`src/rtl/rds_block_sync.sv`:
```
// rds_block_sync: receive-side RDS block synchronizer and checker.
// Shifts in the demodulated bit stream, finds 26-bit block boundaries from the
// offset-word checkwords, tracks the A -> B -> C/C' -> D sequence and emits
// each 16-bit information word with its block id and a checkword-error flag.
//
// Ports:
//   clk          system clock, rising edge
//   reset        asynchronous, active-high reset
//   bit_in       received bit, MSB of each block first
//   bit_valid    one-cycle strobe qualifying bit_in
//   block_data   information word of the last emitted block
//   block_id     0=A, 1=B, 2=C, 3=C', 4=D
//   block_valid  one-cycle strobe qualifying block_data/block_id/block_err
//   block_err    1 = checkword mismatch, data passed through raw
//   synced       high while locked
module rds_block_sync #(
  parameter int unsigned c_bad_limit = 8
) (
  input  logic        clk,
  input  logic        reset,
  input  logic        bit_in,
  input  logic        bit_valid,
  output logic [15:0] block_data,
  output logic [2:0]  block_id,
  output logic        block_valid,
  output logic        block_err,
  output logic        synced
);

  localparam int unsigned SR_W   = 26;
  localparam int unsigned INFO_W = 16;
  localparam int unsigned CHK_W  = 10;
  localparam int unsigned BC_W   = 5;
  localparam int unsigned BAD_W  = 5;
  localparam int unsigned ID_W   = 3;

  localparam logic [BC_W-1:0] BC_LAST = BC_W'(SR_W - 1);

  // Low ten bits of g(x) = x^10+x^8+x^7+x^5+x^4+x^3+1
  localparam logic [CHK_W-1:0] GEN_POLY = 10'h1B9;

  localparam logic [CHK_W-1:0] OFF_A  = 10'h0FC;
  localparam logic [CHK_W-1:0] OFF_B  = 10'h198;
  localparam logic [CHK_W-1:0] OFF_C  = 10'h168;
  localparam logic [CHK_W-1:0] OFF_CP = 10'h350;
  localparam logic [CHK_W-1:0] OFF_D  = 10'h1B4;

  localparam logic [ID_W-1:0] ID_A  = 3'd0;
  localparam logic [ID_W-1:0] ID_B  = 3'd1;
  localparam logic [ID_W-1:0] ID_C  = 3'd2;
  localparam logic [ID_W-1:0] ID_CP = 3'd3;
  localparam logic [ID_W-1:0] ID_D  = 3'd4;

  localparam logic [1:0] ST_SEARCH = 2'd0;
  localparam logic [1:0] ST_ACQ    = 2'd1;
  localparam logic [1:0] ST_SYNC   = 2'd2;

  logic [1:0]        state, state_n;
  logic [SR_W-1:0]   sr, sr_n;
  logic [BC_W-1:0]   bc, bc_n;
  logic [BAD_W-1:0]  bad, bad_n;
  logic [ID_W-1:0]   exp_id, exp_id_n;
  logic [INFO_W-1:0] data_n;
  logic [ID_W-1:0]   id_n;
  logic              valid_n, err_n, synced_n;

  logic [SR_W-1:0]   sr_shift;
  logic [CHK_W-1:0]  syndrome;
  logic [4:0]        hit;
  logic              any_hit;
  logic [ID_W-1:0]   hit_id;
  logic              exp_hit;
  logic [ID_W-1:0]   exp_match_id;
  logic [BAD_W-1:0]  bad_inc;

  // Remainder of info * x^10 mod g(x), bit-serial MSB first
  function automatic logic [CHK_W-1:0] chk_calc(input logic [INFO_W-1:0] info);
    logic [CHK_W-1:0] rem;
    logic             fb;
    rem = '0;
    for (int i = INFO_W - 1; i >= 0; i--) begin
      fb  = rem[CHK_W-1] ^ info[i];
      rem = {rem[CHK_W-2:0], 1'b0};
      if (fb) rem = rem ^ GEN_POLY;
    end
    return rem;
  endfunction

  // Block that follows a given block in the group sequence
  function automatic logic [ID_W-1:0] succ(input logic [ID_W-1:0] id);
    case (id)
      ID_A:        succ = ID_B;
      ID_B:        succ = ID_C;
      ID_C, ID_CP: succ = ID_D;
      default:     succ = ID_A;
    endcase
  endfunction

  // Offset detection on the window as it will be after this bit shifts in
  always_comb begin
    sr_shift = {sr[SR_W-2:0], bit_in};
    syndrome = sr_shift[CHK_W-1:0] ^ chk_calc(sr_shift[SR_W-1:CHK_W]);
    hit[0]   = (syndrome == OFF_A);
    hit[1]   = (syndrome == OFF_B);
    hit[2]   = (syndrome == OFF_C);
    hit[3]   = (syndrome == OFF_CP);
    hit[4]   = (syndrome == OFF_D);
    any_hit  = |hit;
    // Offsets are distinct, so at most one bit of hit is set
    hit_id = ID_A;
    if (hit[1]) hit_id = ID_B;
    if (hit[2]) hit_id = ID_C;
    if (hit[3]) hit_id = ID_CP;
    if (hit[4]) hit_id = ID_D;
    case (exp_id)
      ID_A:    exp_hit = hit[0];
      ID_B:    exp_hit = hit[1];
      ID_C:    exp_hit = hit[2] | hit[3];
      ID_D:    exp_hit = hit[4];
      default: exp_hit = 1'b0;
    endcase
    // At the C slot the id reports which of C / C' actually matched
    exp_match_id = (exp_id == ID_C && hit[3]) ? ID_CP : exp_id;
    bad_inc      = bad + BAD_W'(1);
  end

  // State and datapath registers
  always_ff @(posedge clk or posedge reset) begin
    if (reset) begin
      state       <= ST_SEARCH;
      sr          <= '0;
      bc          <= '0;
      bad         <= '0;
      exp_id      <= ID_A;
      block_data  <= '0;
      block_id    <= '0;
      block_valid <= 1'b0;
      block_err   <= 1'b0;
      synced      <= 1'b0;
    end else begin
      state       <= state_n;
      sr          <= sr_n;
      bc          <= bc_n;
      bad         <= bad_n;
      exp_id      <= exp_id_n;
      block_data  <= data_n;
      block_id    <= id_n;
      block_valid <= valid_n;
      block_err   <= err_n;
      synced      <= synced_n;
    end
  end

  // Next-state and output logic
  always_comb begin
    state_n  = state;
    sr_n     = sr;
    bc_n     = bc;
    bad_n    = bad;
    exp_id_n = exp_id;
    data_n   = block_data;
    id_n     = block_id;
    valid_n  = 1'b0;
    err_n    = block_err;
    synced_n = synced;

    if (bit_valid) begin
      sr_n = sr_shift;
      case (state)
        ST_SEARCH: begin
          if (any_hit) begin
            exp_id_n = succ(hit_id);
            bc_n     = '0;
            state_n  = ST_ACQ;
          end
        end

        ST_ACQ: begin
          if (bc == BC_LAST) begin
            bc_n = '0;
            if (exp_hit) begin
              state_n  = ST_SYNC;
              valid_n  = 1'b1;
              data_n   = sr_shift[SR_W-1:CHK_W];
              id_n     = exp_match_id;
              err_n    = 1'b0;
              synced_n = 1'b1;
              bad_n    = '0;
              exp_id_n = succ(exp_id);
            end else if (any_hit) begin
              // Candidate boundary was wrong; restart from the new match
              exp_id_n = succ(hit_id);
            end else begin
              state_n = ST_SEARCH;
            end
          end else begin
            bc_n = bc + BC_W'(1);
          end
        end

        ST_SYNC: begin
          if (bc == BC_LAST) begin
            bc_n     = '0;
            valid_n  = 1'b1;
            data_n   = sr_shift[SR_W-1:CHK_W];
            exp_id_n = succ(exp_id);
            if (exp_hit) begin
              id_n  = exp_match_id;
              err_n = 1'b0;
              bad_n = '0;
            end else begin
              id_n  = exp_id;
              err_n = 1'b1;
              if (bad_inc == BAD_W'(c_bad_limit)) begin
                state_n  = ST_SEARCH;
                synced_n = 1'b0;
                bad_n    = '0;
              end else begin
                bad_n = bad_inc;
              end
            end
          end else begin
            bc_n = bc + BC_W'(1);
          end
        end

        default: begin
          state_n  = ST_SEARCH;
          synced_n = 1'b0;
        end
      endcase
    end
  end

endmodule
```
`config.mk`:
```
export PLATFORM = sky130hd
export DESIGN_NAME = rds_block_sync
export DESIGN_NICKNAME = d
export VERILOG_FILES = /design/src/rtl/rds_block_sync.sv
export SDC_FILE = /design/constraint.sdc
export NUM_CORES = 1
export LEC_CHECK = 0
export CORE_MARGIN = 2
export CORE_UTILIZATION = 63
export CTS_CLUSTER_DIAMETER = 30
export DETAILED_ROUTE_END_ITERATION = 16
export GPL_TIMING_DRIVEN = 0
export PLACE_DENSITY = 0.84
export SETUP_SLACK_MARGIN = 0.3
export SYNTH_ARGS = -nofsm -noshare
export SYNTH_HDL_FRONTEND = slang
export SYNTH_SLANG_ARGS = --single-unit
```
`constraint.sdc`:
```
create_clock -name clk -period 12.5 [get_ports clk]
set_clock_uncertainty 0.2 [all_clocks]
set_input_delay 1.25 -clock clk [delete_from_list [all_inputs] [get_ports clk]]
set_output_delay 1.25 -clock clk [all_outputs]
set_load 0.02 [all_outputs]
```
After elaboration in Yosys (flattened, before gate mapping). Cells that the tools add are included.

Output and inout bits: 22. Register bits: 62. Word-level logic and storage cells: 155. Input port bits: 4.

Eq/ne operators: 23. Multiplexer cells: 71. Reduce and logical (&&, ||, !) cells: 16. Add/subtract/negate cells: 2. Bitwise logic cells: 33.

Operators by type and width (count): two-way mux 9 bit (16); NOT 6 bit (15); two-way mux 16 bit (3); two-way mux 3 bit (12); two-way mux 5 bit (7); case mux 16 bit (2 select lines) (1); == test 10 x 9 -> 1 bit, second input constant (3); case mux 3 bit (3 select lines) (3); case mux 5 bit (2 select lines) (2); two-way mux 1 bit (14); two-way mux 2 bit (7); AND reduction 7 bit (2); bitwise XOR 1 bit (14); == test 3 x 2 -> 1 bit, second input constant (4); inequality test 2 bit, second input constant (6); adder 5 x 1 -> 5 bit, second input constant (2); == test 10 bit, second input constant (1); == test 10 x 8 -> 1 bit, second input constant (1); bitwise XOR 10 bit (1); == test 3 x 1 -> 1 bit, second input constant (2); logical NOT 3 bit (2); case mux 2 bit (3 select lines) (1); case mux 3 bit (2 select lines) (1); OR reduction 2 bit (3); 20 further kinds (22).

Longest topological paths before layout. Gate-level depths: netlist (run 1).

Depth in word-level cells: 44. Depth in mapped cells: 13. Mapped depth without buffers: 11.

Worst setup path before layout (run 1). Ideal clock, no wire load.

Path type: register to register. Start: reg sr[19]. End: reg bad[3]. Path buffers: 1. Clock period less this slack: 4.133 ns. Arrival time: 3.838 ns. Slack: 8.367 ns. Stages on the path, launching flop included: 13. Cells stage by stage: dfrtp_1 -> buf_2 -> xor2_1 -> xnor3_1 -> xnor3_2 -> xnor2_2 -> or3b_2 -> a211oi_1 -> o2111ai_2 -> o211ai_2 -> nand4_4 -> or3_1 -> o31ai_1.

Longest elaborated chain between the ends: 25. Elaborated cells between the ends (all ways): 44.

RTL lines: start, declared (RTL line 59) `logic [SR_W-1:0] sr, sr_n;`; start signal, assigned (RTL line 142) `sr <= sr_n;`; bitwise XOR 1 bit (*) (RTL line 82) `fb = rem[CHK_W-1] ^ info[i];`; two-way mux 9 bit (*) (RTL line 84) `if (fb) rem = rem ^ GEN_POLY;`; NOT 6 bit (no line) or two-way mux 9 bit (tied branches); two-way mux 9 bit or NOT 6 bit (tied branches); NOT 6 bit (no line) or two-way mux 9 bit (tied branches); two-way mux 9 bit or NOT 6 bit (tied branches); two-way mux 9 bit (RTL line 84); NOT 6 bit (no line) or bitwise XOR 1 bit (tied branches); [9 not listed]; two-way mux 9 bit (RTL line 84); bitwise XOR 10 bit (*) (RTL line 102) `syndrome = sr_shift[CHK_W-1:0] ^ chk_calc(sr_shift[SR_W-1:CHK_W]);`; == test 10 x 9 -> 1 bit or == test 10 bit (tied branches) (RTL line 105, 106); bitwise OR 1 bit (RTL line 118) `ID_C: exp_hit = hit[2] | hit[3];`; case mux 1 bit (4 select lines) (*) (RTL line 115) `case (exp_id)`; two-way mux 5 bit (RTL line 207) `if (exp_hit) begin`; two-way mux 5 bit (RTL line 202) `if (bc == BC_LAST) begin`; case mux 5 bit (2 select lines) (RTL line 169) `case (state)`; end signal, assigned (RTL line 144) `bad <= bad_n;`; end, declared (RTL line 61) `logic [BAD_W-1:0] bad, bad_n;`.

Mark *: on every way between the ends. The rest lies on a longest branch, timed or not. The select of a mux whose other input is x is not followed. A chain may end at the register's enable or synchronous reset.

Worst setup path after layout (run 1).
Start: reg sr[24]. End: reg block_data[15].

Longest elaborated chain between the ends: 31. Elaborated cells between the ends (all ways): 59.

RTL lines: two-way mux 9 bit (RTL line 84); NOT 6 bit (no line) or two-way mux 9 bit (tied branches); two-way mux 9 bit (RTL line 84); NOT 6 bit (no line) (tied with other cells); two-way mux 9 bit or NOT 6 bit (tied branches) (2 in series); NOT 6 bit (no line) or two-way mux 9 bit (tied branches); two-way mux 9 bit or NOT 6 bit (tied branches); NOT 6 bit (no line) (tied with other cells); [14 not listed]; NOT 6 bit (no line); two-way mux 9 bit (RTL line 84); bitwise XOR 10 bit (RTL line 102); == test 10 x 9 -> 1 bit or == test 10 bit (tied branches) (RTL line 105, 106); bitwise OR 1 bit (RTL line 118); case mux 1 bit (4 select lines) (RTL line 115); inequality test 2 bit (no line); AND reduction 5 bit (no line); end signal, assigned (RTL line 146) `block_data <= data_n;`; end, declared (RTL line 23) `output logic [15:0] block_data,`.

Parallel ways exist; a longest one is shown, timed or not. The select of a mux whose other input is x is not followed.

==> reports/metrics.csv, run 1 <==
stage,metric,value,unit
outcome,status,"complete, no violations",
synthesis,synth-seq-cells,62,
sta,final_min_period_over_clock_period,37.8,%
cells_and_area,finalNetCount,406,
floorplan,floorplan.die.width,83.8,um
place,place.gp.congestion,0.893,
cells_and_area,post_route_cells_drive_above_1_share,20.2,%
sta,rsz0062_at_grt,false,
floorplan,die_area,0.00702,mm^2
cts,tritoncts_sink_count,62,
cts,clkLatencyLatePin,0.36,ns
synthesis,synthesis.instances,360,
synthesis,seq_area_frac_synth,38.7,%
job,maxCapViolations,0,
setup_path,setup.worst_path.start_class,flop,
setup_path,worst-path-buf-inv,1,
cts,clock_tree_from_tritoncts,done,
worst_hold_path,worstHoldPathCells,1,
global_route,grt_pass1_wl,14.1,mm
global_route,grt_max_degree,38,
sta,totalNegativeSetupSlack,0,ns
setup_path,r2r-start,sr[24],
setup_path,worst-path-max-fanout,10,
routing,vias,2796,
routing,via_to_cell_ratio,5.85,
worst_hold_path,worstHoldStart,bc[4],
setup_path,critPathCaptureType,flop,
synthesis,synth_cell_types,60,
floorplan,std_cell_core_area,0.00624,mm^2
floorplan,row_count,29,
synthesis,synth.cell_area,0.00401,mm^2
cts,cts_hold_buffers,0,
global_route,grt_overflow,0,
setup_path,worst-r2r-setup-slack,7.78,ns
synthesis,synth_top_area_share,38.7,%
synthesis,synth_top_cell_by_area,sky130_fd_sc_hd__dfrtp_1,
synthesis,synth.avg_cell_area,11.1,um^2
sta,timing.final.crit_period,4.72,ns
cts,post-cts-setup-buffers,0,
synthesis,largest_family_of_logic_cells_by_synthesized_area,XOR/XNOR gates,
setup_path,cp.required,12.55,ns
routing,detailedRoute.firstPassIterationCount,4,
synthesis,synth-simple-area-share,12.8,%
worst_hold_path,worst_hold_path.endpoint,bc[4],
synthesis,synth_ff_type,sky130_fd_sc_hd__dfrtp_1,
synthesis,synth_compound_area_share,9.07,%
sta,setup_viol_count_final,0,
global_route,antenna_found_initial,0,
routing,drc,0,
sta,timing.hold.ws,0.293,ns
cts,cts.htree.levels,3,
routing,iteration_0_drc_count_of_the_detailed_router,99,
cts,clock-root-buffer,sky130_fd_sc_hd__clkbuf_8,
setup_path,rr_endpoint,block_data[15],
synthesis,synth_warn,0,
floorplan,starting_density_of_the_core,64.3,%
routing,wl_per_cell,17.1,um
synthesis,mappedNetlistNets,370,
synthesis,async_reset_ff_share,100,%
sta,final-hold-violation-count,0,
cts,cts_buffers,9,
floorplan,io-pin-count,26,
global_route,track_usage,25.7,%
sta,slew_headroom,61.9,%
cells_and_area,n_antenna_cell,0,
setup_path,worst-setup-path-type,flop to flop,
cts,cts_repair_resize_count,0,
sta,worstMarginPinSlew,0.570,ns
worst_hold_path,worstHoldPathType,flop to flop,
floorplan,vertical_die_dimension,83.8,um
sta,maxSlewViolCount,0,
place,hpwl_reported_at_the_end_of_detailed_placement,5.81,mm
place,dpl.cell_count,462,
cells_and_area,finish.cell_count_without_fillers,478,
setup_path,cell_count_of_the_worst_reg_to_reg_path,11,
cts,clk_pin_slew_worst_paths,0.08,ns
synthesis,post_synth_fa_ha_maj_area_fraction,1.87,%
synthesis,synthTopCellsByArea,"sky130_fd_sc_hd__dfrtp_1, sky130_fd_sc_hd__mux2_2, sky130_fd_sc_hd__xnor2_1",
setup_path,timing.critical_path.max_delay_family,XOR/XNOR gates,
global_route,first_global_vias,2958,
routing,postRouteAntennaNets,0,
cts,clock_path_buffers,2,
setup_path,crit_cells,11,
sta,max_freq,212,MHz
setup_path,cp.arrival,4.77,ns
synthesis,synthMuxAreaShare,12.5,%
synthesis,synth_enable_flop_cells,0,
routing,routed_wirelength,8.17,mm
setup_path,ordered_cell_list_for_the_critical_path,xnor3_2 -> xnor2_4 -> xnor3_2 -> xnor2_1 -> mux2i_1 -> o22ai_1 -> a22oi_1 -> o211ai_2 -> nand4_4 -> clkbuf_1 -> mux2_2,
cells_and_area,flow.area_growth_from_synthesis,14.1,%
setup_path,worst_path_max_delay_cell,sky130_fd_sc_hd__xnor3_2,
place,place.port_buffers,24,
setup_path,cpPeakStageDelay,0.55,ns
setup_path,cp_common_cell,sky130_fd_sc_hd__xnor3_2,
synthesis,xor_xnor_cell_area_share_of_the_yosys_netlist,22.1,%
## placed cells by master, fill, tap and decap left out, types with 5 or more instances in the layout
| master | n |
|---|---|
| sky130_fd_sc_hd__clkbuf_1 | 9 |
| sky130_fd_sc_hd__nor2_1 | 16 |
| sky130_fd_sc_hd__dfrtp_1 | 62 |
| sky130_fd_sc_hd__clkbuf_8 | 10 |
| sky130_fd_sc_hd__mux2_2 | 41 |
| sky130_fd_sc_hd__clkdlybuf4s50_1 | 24 |
| sky130_fd_sc_hd__ha_1 | 6 |
| sky130_fd_sc_hd__or3_1 | 5 |
| sky130_fd_sc_hd__xnor3_1 | 11 |
| sky130_fd_sc_hd__and2_1 | 6 |
| sky130_fd_sc_hd__xnor2_1 | 37 |
| sky130_fd_sc_hd__nand2_1 | 27 |
| sky130_fd_sc_hd__xor2_1 | 10 |
| sky130_fd_sc_hd__a21oi_1 | 7 |
| sky130_fd_sc_hd__inv_1 | 13 |
| sky130_fd_sc_hd__o21ai_0 | 14 |
| sky130_fd_sc_hd__nand3_1 | 13 |
## synthesized netlist by cell type, drive strengths merged (6+ instances only)
library cell and instances:
a21oi 7, and2 6, buf 6, clkbuf 10, dfrtp 62, ha 6, inv 14, mux2 41
nand2 27, nand3 13, nor2 16, o21ai 15, xnor2 40, xnor3 14, xor2 10
## sequential cells by signal, indices dropped and copies added, names as in the netlist
| signal | count |
|---|---|
| sr | 25 |
| block_data | 16 |
| bad | 5 |
| bc | 5 |
| block_id | 3 |
| exp_id | 3 |
| state | 2 |
| block_err | 1 |
| block_valid | 1 |
| synced | 1 |
## final cells by class
type | instances | area [um^2]
Timing Repair Buffer | 25 | 260
Buffer | 16 | 66.3
Sequential cell | 62 | 1550
Tap cell | 77 | 96.3
Inverter | 14 | 52.6
Multi-Input combinational cell | 268 | 2340
Clock inverter | 6 | 70.1
Clock buffer | 10 | 138
Fill cell | 445 | 1660
## worst max-delay path by stage
stage	from	endpoint	slack (ns)
6_report	sr[24]	block_data[15]	7.78
5_1_grt	sr[16]	bad[3]	7.48
4_1_cts	sr[16]	bad[3]	7.78
2_1_floorplan	sr[19]	bad[3]	8.37
3_3_place_gp	sr[19]	bad[3]	7.95
3_5_place_dp	sr[24]	block_data[15]	7.82
## metrics by stage
stage	utilization (%)	instance area (um^2)	setup WS (ns)
after floorplan	-	4010	8.37
after global placement	69.7	4350	7.95
after detailed placement	70.0	4370	7.82
after CTS	73.3	4580	7.78
after global routing	73.3	4580	7.48
final	73.3	4580	7.78
## cells by family after synthesis
family / after synthesis
flip-flops: 62
XOR/XNOR: 68
buffers and inverters: 30
adder cells (fa/ha/maj): 6
multiplexers: 45
AO/OA/AOI/OAI: 52
AND/OR/NAND/NOR: 97
## per-layer routing
| metal | track usage, % | vias to the layer above | part of all wire, % |
|---|---|---|---|
| met5 | 0 | - | 0 |
| met4 | 12.0 | 0 | 2.1 |
| met3 | 3.76 | 16 | 2.8 |
| met2 | 44.7 | 55 | 51 |
| met1 | 31.4 | 1379 | 44 |
| li1 | - | 1346 | - |
Power of run 1 is not shown: default switching activity piles up to over one toggle a cycle in this logic, so the estimate is an artifact.
==> run 2: changes to the inputs <==
--- a/config.mk
+++ b/config.mk
@@ -6,11 +6,11 @@
 export NUM_CORES = 1
 export LEC_CHECK = 0
 export CORE_MARGIN = 2
-export CORE_UTILIZATION = 63
+export CORE_UTILIZATION = 60
 export CTS_CLUSTER_DIAMETER = 30
 export DETAILED_ROUTE_END_ITERATION = 16
 export GPL_TIMING_DRIVEN = 0
-export PLACE_DENSITY = 0.84
+export PLACE_DENSITY = 0.81
 export SETUP_SLACK_MARGIN = 0.3
 export SYNTH_ARGS = -nofsm -noshare
 export SYNTH_HDL_FRONTEND = slang
==> constraint.sdc (replaced) <==
create_clock -name clk -period 4.9 [get_ports clk]
set_clock_uncertainty 0.2 [all_clocks]
set_input_delay 0.49 -clock clk [delete_from_list [all_inputs] [get_ports clk]]
set_output_delay 0.49 -clock clk [all_outputs]
set_load 0.02 [all_outputs]
==> run 2 against run 1 <==
Compared with the run above:
- the flow now finishes with violations (DRC)
- final area rose by 3.0%
- utilization rose by 0.052 points
- register-to-register slack got worse by 7.3 ns
==> reports/metrics.csv, run 2 (synthesized netlist as in run 1, its figures left out) <==
stage,metric,value,unit,change
outcome,status,finished with violations,,"was complete, no violations"
outcome,failed_checks,DRC,,
floorplan,floorplan.die.width,85.8,um,was 83.8 um
routing,vias,2827,,was 2796
cts,cts_buffers,9,,unchanged
cells_and_area,final_common_cell,sky130_fd_sc_hd__dfrtp_1,,unchanged
cells_and_area,largest-register,sr,,unchanged
global_route,grt_overflow,0,,unchanged
sta,setup_viol_count_final,0,,unchanged
cts,clock_path_buffers,2,,unchanged
setup_path,worst-r2r-setup-slack,0.48,ns,was 7.78 ns
floorplan,std_cell_core_area,0.00642,mm^2,was 0.00624 mm^2
setup_path,crit_cells,14,,was 11
sta,rsz0062_at_grt,true,,was false
cts,cts_hold_buffers,0,,unchanged
floorplan,io-pin-count,26,,unchanged
place,place.gp.congestion,0.921,,was 0.893
setup_path,critPathCaptureType,flop,,unchanged
floorplan,vertical_die_dimension,85.8,um,was 83.8 um
setup_path,worst-setup-path-type,flop to flop,,unchanged
setup_path,cpPeakStageDelay,0.50,ns,was 0.55 ns
setup_path,cp.required,4.93,ns,was 12.55 ns
routing,wl_per_cell,16.8,um,was 17.1 um
routing,via_to_cell_ratio,5.84,,was 5.85
global_route,track_usage,24.0,%,was 25.7%
cells_and_area,commonest_cells_after_routing_fill_and_taps_aside,"sky130_fd_sc_hd__dfrtp_1, sky130_fd_sc_hd__mux2_2, sky130_fd_sc_hd__xnor2_1",,unchanged
sta,totalNegativeSetupSlack,0,ns,unchanged
floorplan,row_count,29,,unchanged
global_route,first_global_vias,2828,,was 2958
cts,clkLatencyLatePin,0.35,ns,was 0.36 ns
setup_path,worst_path_max_delay_cell,sky130_fd_sc_hd__xnor3_2,,unchanged
cts,clk_pin_slew_worst_paths,0.07,ns,was 0.08 ns
sta,maxSlewViolCount,0,,unchanged
global_route,grt_max_degree,46,,was 38
setup_path,setup.worst_path.start_class,flop,,unchanged
cells_and_area,layout_top_registers,"sr: 25 flops, block_data: 16 flops",,unchanged
global_route,antenna_found_initial,0,,unchanged
sta,final-hold-violation-count,0,,unchanged
sta,timing.final.crit_period,4.42,ns,was 4.72 ns
cells_and_area,filler_cell_count,423,,was 445
cells_and_area,finalNetCount,412,,was 406
setup_path,cell_count_of_the_worst_reg_to_reg_path,14,,was 11
cts,clock_tree_from_tritoncts,done,,unchanged
setup_path,critical_path.endpoint,block_data[13],,was block_data[15]
place,hpwl_reported_at_the_end_of_detailed_placement,5.78,mm,was 5.81 mm
sta,max_freq,226,MHz,was 212 MHz
cells_and_area,n_antenna_cell,0,,unchanged
setup_path,timing.critical_path.max_delay_family,XOR/XNOR gates,,unchanged
routing,detailedRoute.firstPassIterationCount,13,,was 4
setup_path,cp.arrival,4.44,ns,was 4.77 ns
routing,postRouteAntennaNets,0,,unchanged
cts,cts.htree.levels,3,,unchanged
cts,clock-root-buffer,sky130_fd_sc_hd__clkbuf_8,,unchanged
cells_and_area,regArea,0.00155,mm^2,unchanged
sta,final_min_period_over_clock_period,90.1,%,was 37.8%
routing,iteration_0_drc_count_of_the_detailed_router,230,,was 99
routing,routed_wirelength,8.15,mm,was 8.17 mm
cells_and_area,largest_reg_flops,25,,unchanged
setup_path,r2r-start,sr[19],,was sr[24]
global_route,grt_pass1_wl,13.6,mm,was 14.1 mm
floorplan,die_area,0.00736,mm^2,was 0.00702 mm^2
sta,slew_headroom,52.6,%,was 61.9%
floorplan,starting_density_of_the_core,62.5,%,was 64.3%
cells_and_area,post_route_cells_drive_above_1_share,24.1,%,was 20.2%
setup_path,worst_setup_path_startpoint,sr[19],,was sr[24]
worst_hold_path,worstHoldPathType,primary input to async pin,,was flop to flop
sta,worstMarginPinSlew,0.711,ns,was 0.570 ns
setup_path,worst-path-buf-inv,4,,was 1
cells_and_area,multi_input_area,0.00242,mm^2,was 0.00234 mm^2
cts,tritoncts_sink_count,62,,unchanged
setup_path,worst-path-max-fanout,10,,unchanged
job,maxCapViolations,0,,unchanged
place,place.port_buffers,24,,unchanged
setup_path,ordered_cell_list_for_the_critical_path,buf_2 -> xor2_2 -> xnor3_1 -> xnor3_2 -> xnor3_1 -> or2_2 -> o22ai_1 -> a22oi_2 -> buf_4 -> o211ai_4 -> nand4_4 -> buf_4 -> buf_2 -> mux2_2,,was xnor3_2 -> xnor2_4 -> xnor3_2 -> xnor2_1 -> mux2i_1 -> o22ai_1 -> a22oi_1 -> o211ai_2 -> nand4_4 -> clkbuf_1 -> mux2_2
cells_and_area,flow.area_growth_from_synthesis,17.5,%,was 14.1%
setup_path,rr_endpoint,block_data[13],,was block_data[15]
routing,drc,4,,was 0
==> run 2: changes by cell type in the layout (fill, tap and decap cells not counted), sizes merged <==
| cell | previous run | this run |
|---|---|---|
| buf | 7 | 13 |
| clkbuf | 20 | 22 |
| clkinvlp | 3 | 2 |
| inv | 15 | 14 |
==> run 2: worst register-to-register path, cell delays in order (launching register included) <==
cell                       delay (ns)
sky130_fd_sc_hd__dfrtp_1         0.36
sky130_fd_sc_hd__buf_2           0.19
sky130_fd_sc_hd__xor2_2          0.32
sky130_fd_sc_hd__xnor3_1         0.44
sky130_fd_sc_hd__xnor3_2         0.51
sky130_fd_sc_hd__xnor3_1         0.27
sky130_fd_sc_hd__or2_2           0.31
sky130_fd_sc_hd__o22ai_1         0.28
sky130_fd_sc_hd__a22oi_2         0.16
sky130_fd_sc_hd__buf_4           0.17
sky130_fd_sc_hd__o211ai_4        0.26
sky130_fd_sc_hd__nand4_4         0.15
sky130_fd_sc_hd__buf_4           0.20
sky130_fd_sc_hd__buf_2           0.19
sky130_fd_sc_hd__mux2_2          0.29
==> run 2: area by class of cell <==
| cell class | instances | area share, % |
|---|---|---|
| inverter | 14 | 1.11 |
| buffer | 16 | 1.43 |
| clock buffer | 12 | 3.50 |
| sequential | 62 | 32.9 |
| tap | 77 | 2.04 |
| clock inverter | 4 | 1.14 |
| timing repair buffer | 31 | 6.48 |
| multi-input combinational | 268 | 51.4 |
==> run 2: per-stage QoR <==
stage | cells | setup WS [ns] | hold slack [ns] | utilization [%] | cell area, um^2
floorplan | 360 | 0.767 | 0.245 | - | 4010
global placement | 461 | 0.320 | 0.264 | 67.7 | 4350
detailed placement | 462 | 0.220 | 0.272 | 68.0 | 4370
CTS | 478 | 0.283 | 0.287 | 71.7 | 4600
global route | 484 | 0.271 | 0.290 | 73.4 | 4710
finish | 484 | 0.484 | 0.265 | 73.4 | 4710
==> run 2: how the worst min path moves through the flow <==
stage | start | to | slack [ns] | cells past startpoint
3_5_place_dp | block_err | block_err | 0.27 | 2
4_1_cts | reset | state[0] | 0.29 | 2
3_3_place_gp | block_err | block_err | 0.26 | 2
6_report | reset | bad[0] | 0.26 | 2
5_1_grt | reset | bad[0] | 0.29 | 2
2_1_floorplan | bc[4] | bc[4] | 0.25 | 1
==> run 2: metal layers <==
layer  global-route usage (%)  vias up  routed length [um]
met2                     38.1       68                3880
li1                         -     1367                   -
met5                        0        -                   0
met1                     33.2     1377                3680
met3                     5.20       15                 410
met4                     7.94        0                 176
==> run 2: timing repair <==
item                       CTS  global route
setup endpoints to repair   17            21
hold endpoints to repair     0             0
resized for setup            3            10
buffers inserted             0             6
pin swaps                    0             3
cloned                       0             0
Power of run 2 is left out for the same reason.
